[config.mk]
export PLATFORM = sky130hd
export DESIGN_NAME = lights_sequencer
export DESIGN_NICKNAME = d
export VERILOG_FILES = /design/src/rtl/lights_pkg.sv /design/src/rtl/btn_debounce.sv /design/src/rtl/lights_sequencer.sv
export SDC_FILE = /design/constraint.sdc
export NUM_CORES = 1
export LEC_CHECK = 0
export BUFFER_PORTS_ARGS = -buffer_cell sky130_fd_sc_hd__buf_2
export CAP_MARGIN = 20
export CORE_ASPECT_RATIO = 0.5
export CORE_UTILIZATION = 57
export DETAILED_ROUTE_END_ITERATION = 7
export HOLD_SLACK_MARGIN = 0.05
export PLACE_DENSITY_LB_ADDON = 0.2
export SLEW_MARGIN = 15
export SYNTH_ARGS = -nofsm -noshare
export SYNTH_HDL_FRONTEND = slang
export SYNTH_SLANG_ARGS = --single-unit
[constraint.sdc]
create_clock -name clk -period 2.5 [get_ports clk]
set_input_delay 0 -clock clk [delete_from_list [all_inputs] [get_ports clk]]
set_output_delay 0 -clock clk [all_outputs]
set_load 0.02 [all_outputs]
[src/rtl/lights_pkg.sv]
// Shared encodings and defaults for the lights sequencer and its button front end.
package lights_pkg;

  localparam int CNT_W_DEF      = 16;
  localparam int DEB_CYCLES_DEF = 4;

  typedef enum logic [1:0] {
    MODE_WHITE  = 2'b00,
    MODE_MANUAL = 2'b01,
    MODE_AUTO   = 2'b10,
    MODE_FREEZE = 2'b11
  } mode_e;

  typedef enum logic [1:0] {
    S_WHITE  = 2'b00,
    S_MANUAL = 2'b01,
    S_AUTO   = 2'b10,
    S_FREEZE = 2'b11
  } state_e;

  function automatic state_e mode_to_state(input logic [1:0] m);
    state_e s;
    case (mode_e'(m))
      MODE_MANUAL: s = S_MANUAL;
      MODE_AUTO:   s = S_AUTO;
      MODE_FREEZE: s = S_FREEZE;
      default:     s = S_WHITE;
    endcase
    return s;
  endfunction

endpackage

[src/rtl/btn_debounce.sv]
// Two-flop synchroniser followed by a stability debouncer for a bouncy push-button.
module btn_debounce
  import lights_pkg::*;
#(
  parameter int DEB_CYCLES = DEB_CYCLES_DEF
) (
  input  logic clk,
  input  logic rst_n,
  input  logic din,
  output logic dout
);

  localparam int              DC_W    = (DEB_CYCLES > 1) ? $clog2(DEB_CYCLES) : 1;
  localparam logic [DC_W-1:0] DC_LAST = DC_W'(DEB_CYCLES - 1);

  logic            sync_p0;
  logic            sync_p1;
  logic [DC_W-1:0] deb_cnt;

  // Any sample that matches the accepted level restarts the stability window.
  always_ff @(posedge clk or negedge rst_n) begin
    if (!rst_n) begin
      sync_p0 <= 1'b0;
      sync_p1 <= 1'b0;
      deb_cnt <= '0;
      dout    <= 1'b0;
    end else begin
      sync_p0 <= din;
      sync_p1 <= sync_p0;
      if (sync_p1 == dout) begin
        deb_cnt <= '0;
      end else if (deb_cnt == DC_LAST) begin
        dout    <= sync_p1;
        deb_cnt <= '0;
      end else begin
        deb_cnt <= deb_cnt + 1'b1;
      end
    end
  end

endmodule

[src/rtl/lights_sequencer.sv]
// Mode FSM, auto-step prescaler and step counter driving a lights selector.
module lights_sequencer
  import lights_pkg::*;
#(
  parameter int CNT_W      = CNT_W_DEF,
  parameter int DEB_CYCLES = DEB_CYCLES_DEF
) (
  input  logic             clk,
  input  logic             rst_n,
  input  logic [1:0]       mode,
  input  logic [CNT_W-1:0] period,
  input  logic             btn_raw,
  output logic             sel,
  output logic             step,
  output logic [7:0]       step_count
);

  state_e           state_q;
  state_e           state_nxt;
  logic             btn_clean;
  logic             btn_prev;
  logic             btn_rise;
  logic             mode_hold;
  logic [CNT_W-1:0] presc_q;
  logic [CNT_W-1:0] presc_nxt;
  logic [CNT_W-1:0] presc_last;
  logic             presc_done;
  logic             step_nxt;

  btn_debounce #(
    .DEB_CYCLES(DEB_CYCLES)
  ) u_btn_debounce (
    .clk  (clk),
    .rst_n(rst_n),
    .din  (btn_raw),
    .dout (btn_clean)
  );

  // A pending step is dropped whenever the mode is about to change; the
  // prescaler stays at zero outside AUTO so every entry starts a fresh period.
  always_comb begin
    state_nxt  = mode_to_state(mode);
    mode_hold  = (state_nxt == state_q);
    btn_rise   = btn_clean & ~btn_prev;
    presc_last = (period == '0) ? '0 : period - 1'b1;
    presc_done = (presc_q >= presc_last);
    presc_nxt  = '0;
    step_nxt   = 1'b0;
    case (state_q)
      S_MANUAL: step_nxt = mode_hold & btn_rise;
      S_AUTO: begin
        if (mode_hold) begin
          if (presc_done) begin
            step_nxt = 1'b1;
          end else begin
            presc_nxt = presc_q + 1'b1;
          end
        end
      end
      default: ;
    endcase
  end

  always_ff @(posedge clk or negedge rst_n) begin
    if (!rst_n) begin
      state_q    <= S_WHITE;
      sel        <= 1'b0;
      step       <= 1'b0;
      step_count <= '0;
      presc_q    <= '0;
      btn_prev   <= 1'b0;
    end else begin
      state_q  <= state_nxt;
      sel      <= (state_q != S_WHITE);
      step     <= step_nxt;
      presc_q  <= presc_nxt;
      btn_prev <= btn_clean;
      if (step_nxt) begin
        step_count <= step_count + 8'd1;
      end
    end
  end

endmodule

# After elaboration in Yosys (flattened, before gate mapping)
# Cells that the tools add are included.
# word_totals
register_bits,34
latchBits,0
ram_bits,0
romBits,0
input_bits,21
out_inout_bits,10
n_memories,0
# classes
addsub,4
multipliers,0
n_div,0
n_lt_le_gt_ge,1
eq_ne,8
n_shift,0
n_mux,10
n_bitwise,4
reduce_logical,3
# op_table
cell,count
16-bit 2-to-1 mux,4
"16-bit by 1-bit adder with 16-bit output, second input constant",1
16-bit >= comparator,1
16-bit zero test,1
"16-bit by 1-bit subtractor with 16-bit output, second input constant",1
"8-bit by 1-bit adder with 8-bit output, second input constant",1
"2-bit == test, second input constant",4
2-bit one-hot mux with 3 select lines,1
"2-bit by 1-bit == test with 1-bit output, second input constant",2
2-bit 2-to-1 mux,2
"2-bit by 1-bit adder with 2-bit output, second input constant",1
1-bit AND,2
2-bit == test,1
1-bit 2-to-1 mux,2
1-bit NOT,2
1-bit one-hot mux with 2 select lines,1
2-bit AND reduction,1
2-bit nonzero test,1
1-bit == test,1

# Depth between registers and ports, before layout
# depth
ltp_word,6
mapped_depth,15
depth_no_buf,14

# By module
# A second synthesis with hierarchy kept.
# hier_totals
hier_cells,235
area_unflattened_um2,2172.1
# modules_own_cells
module,n_inst,cells_per_inst,area_each_um2,seq_area_each_um2
lights_sequencer,1,225,1998.2,725.7
btn_debounce,1,10,173.9,125.1

# Least setup slack after synthesis
# Ideal clock, no wire load.
# synth_timing
path_kind,input -> register
startpoint,in period[5]
endpoint,reg step_count[1]
arrival_time_ps,2454
t_required_ps,2375
path_slack_ps,-79
stages,12
path_buffers,0
cell_sequence,nor4_2 nand2_1 nor3_1 nand2_1 xnor2_1 nand2_1 ha_1 nand4_2 nor3_2 nand2_1 a41oi_4 mux2_2
# synth_between
elab_chain_cells,6
word_cells_on_any_way,7
cone_classes,add/sub: 1; order compare: 1; mux: 4; reduce/logical: 1
# synth_lines
item,line_no,source
from (decl),lights_sequencer.sv:11,"input logic [CNT_W-1:0] period,"
16-bit by 1-bit subtractor with 16-bit output or 16-bit zero test (tied branches),lights_sequencer.sv:45,presc_last = (period == '0) ? '0 : period - 1'b1;
16-bit 2-to-1 mux *,lights_sequencer.sv:45,
16-bit >= comparator *,lights_sequencer.sv:46,presc_done = (presc_q >= presc_last);
1-bit 2-to-1 mux *,lights_sequencer.sv:53,if (presc_done) begin
1-bit 2-to-1 mux *,lights_sequencer.sv:52,if (mode_hold) begin
1-bit one-hot mux with 2 select lines *,lights_sequencer.sv:49,case (state_q)
via step_nxt,lights_sequencer.sv:28,logic step_nxt;
to (signal assigned),lights_sequencer.sv:79,step_count <= step_count + 8'd1;
to (decl),lights_sequencer.sv:15,output logic [7:0] step_count
# The timed path passes the listed nets; every way through them passes the cells marked *.
# A chain may end at the register's enable or synchronous reset.

# Final worst setup path
# layout_timing
startpoint,in period[2]
endpoint,reg step_count[1]
# The elaborated chain is that of the path after synthesis.

==> run metrics <==
vias per cell roughly 5.3; first-pass GRT wire length just under 8 mm; GPL Wtd Cong 0.878; CTS tree done; crit end category register; Critical Path Start Type input pin; via count 1836; Worst Skew 9.22 ps; Power Total between 1000 and 1500 uW; Initial Util 0.616; WP data required 2670 ps; Seq/Total Area, Yosys 0.387; Die W 89.8 um; gr ovfl total 0; Die ar. 4120 um2; max_cap viols 0; Net Count, Synth about 270; final hold violations 0; Final Setup Violations 0; post-route setup TNS 0 ps; Ports 31; register bit total from synthesis 34; Detailed Routing Iterations Pass 1 4; Buf+Inv Stages, Crit Path 4; Sink Count 34; Worst-Skew Late Latency 280 ps; status complete, no violations; max incr delay on CP about 350 ps; fin crit share 0.993; HPWL Detailed about 3.3 mm; Yosys cell types 37; worst-path cell chain buf_6 -> nor4_4 -> buf_4 -> nand4b_1 -> or2_1 -> buf_6 -> buf_4 -> nand2_1 -> ha_4 -> nand2_4 -> nor3_4 -> nand3b_4 -> a41oi_4 -> mux2_4; leak pwr 0.00143 uW; H-tree depth 2; root buffer cell clkbuf_8; average cell area after synthesis 9.68 um2; largest net degree at the start of global routing 35; RSZ-0062 raised after global routing yes; die height 45.9 um; R2R depth 7; Post-synth ARST share 1.00; Yosys warning total 0; synth top area cells dfrtp_1 (39%), ha_1 (13%), xor2_1 (8.0%); gr usage total 0.253; DR WL/cell between 10 and 15 um; Diodes inserted 0; Hold Crit Class in2async; EDFF count, synth 0; number of global-route vias before repair between 1500 and 2000; final worst path period need 2480 ps; clock-pin transition on the worst setup and hold timing paths 70 ps; overall routed net length 4.86 mm; critical path's top delay family simple AND/OR/NAND/NOR gates; initial antenna violation count 0; Worst-Margin Slew 735 ps; CP max FO 14; Top FF cell, synth dfrtp_1; core area 3570 um2; final-stage net count about 340; Longest Clk Path Bufs 2; Inserted Clock Buffers 5; Cell Rows 15; WP depth 14; IO Port Bufs 30; Worst Path Class, Setup in2reg; Final ANT Viol Nets 0; cell taking the most area after synthesis dfrtp_1; top cell type's share of synthesized area 0.387; drt drc 0; CP max-delay cell nor4_4; synthesized instance count 227; Power Dens Cells 505 nW/um2; fraction of final layout cells sized beyond drive strength 1 0.320; Slew HR 0.510; Area Overhead vs Synth 33.2%; Highest Clock Rate roughly 400 MHz; Iteration-0 DRC Markers 67; Arrival @ worst endpoint 2650 ps; Mapped Area 2200 um2; Slew Viols, Final 0; Max IR drop VDD 0.000491 V
## Yosys cell counts (all sizes together) (3+ instances only)
cell	instances
nand2b	5
xor2	20
ha	23
clkbuf	3
o21ai	3
nand3	11
xnor2	18
dfrtp	34
nor2b	3
nor3	5
nand4	4
inv	7
nor2	25
and3	6
and4	3
nor4	4
nand2	34
a21oi	7
## power by group
part	leakage (uW)	internal (uW)	switching [uW]
sequential	0.000451	607	60.7
combinational	0.000922	156	164
clock	0.0000524	298	192
total	0.00143	1060	418
## per-stage QoR
step,instance area [um2],utilization,worst slack [ps],std cells,hold slack (ps)
detailed placement,2580,0.723,-442,328,97.1
global route,2930,0.821,-103,345,355
CTS,2770,0.777,7.33,342,337
global placement,2580,0.723,-265,328,91.4
finish,2930,0.821,17.0,345,313
floorplan,2200,-,2.30,227,-296
## layout by cell type (no fill, tap or decap), types with 3 or more instances in the layout
| cell type | count |
|---|---|
| xor2_1 | 19 |
| inv_1 | 7 |
| and3_1 | 6 |
| ha_1 | 21 |
| clkbuf_8 | 5 |
| nand4_1 | 3 |
| a21oi_1 | 6 |
| nor2_1 | 21 |
| buf_4 | 25 |
| nand3_1 | 11 |
| nor2b_1 | 3 |
| dlygate4sd3_1 | 4 |
| nor2_2 | 3 |
| nand2_2 | 4 |
| nand2_1 | 28 |
| nand2b_1 | 4 |
| nor3_1 | 3 |
| buf_6 | 6 |
| nor4_4 | 3 |
| dfrtp_1 | 34 |
| buf_2 | 28 |
| xnor2_1 | 18 |
## final cells by class
cell class,count,area (um2)
Multi-Input combinational cell,182,1450
Timing Repair Buffer,63,435
Fill cell,227,637
Clock buffer,7,76.3
Inverter,7,26.3
Clock inverter,1,30.0
Tap cell,51,63.8
Sequential cell,34,851
## sequential cells by signal, summed over array words and instances, names as in the netlist
| register | cells |
|---|---|
| btn_prev | 1 |
| presc_q | 16 |
| sel | 1 |
| state_q | 2 |
| step | 1 |
| step_count | 8 |
| u_btn_debounce.deb_cnt | 2 |
| u_btn_debounce.dout | 1 |
| u_btn_debounce.sync_p0 | 1 |
| u_btn_debounce.sync_p1 | 1 |
## timing repair
action / in CTS / in global routing
hold endpoints to repair: 37 / 0
cloned: 1 / 0
buffers inserted: 1 / 3
resized for setup: 4 / 27
endpoints found under the setup margin: 7 / 24
hold buffers: 4 / 0
pin swaps: 1 / 15
## final timing paths
| kind | start | endpoint | slack [ps] |
|---|---|---|---|
| setup / recovery | period[2] | step_count[1] | 20 |
| hold / removal | rst_n | step_count[5] | 310 |
| setup reg to reg | presc_q[0] | step_count[1] | 320 |
| hold reg to reg | u_btn_debounce.sync_p0 | u_btn_debounce.sync_p1 | 350 |
| max in group asynchronous | rst_n | u_btn_debounce.dout | 1710 |
| min in group clk | u_btn_debounce.sync_p0 | u_btn_debounce.sync_p1 | 350 |
## routing by layer
layer / vias up / share of wire / GRT usage
li1: 901 / - / -
met1: 878 / 0.49 / 0.331
met2: 55 / 0.47 / 0.429
met3: 2 / 0.044 / 0.0633
met4: 0 / 0.0043 / 0.0754
met5: - / 0 / 0
## cell families (layout without fill, tap and decap cells)
family | count (synthesis) | count (layout) | share of synthesized area
AND/OR/NAND/NOR | 105 | 105 | 0.250
buffers and inverters | 12 | 78 | 0.0245
AO/OA/AOI/OAI | 13 | 14 | 0.0455
adder cells (fa/ha/maj) | 23 | 23 | 0.131
XOR/XNOR | 38 | 38 | 0.151
flip-flops | 34 | 34 | 0.387
multiplexers | 2 | 2 | 0.0102
No activity file was read; power rests on OpenSTA's default activity.
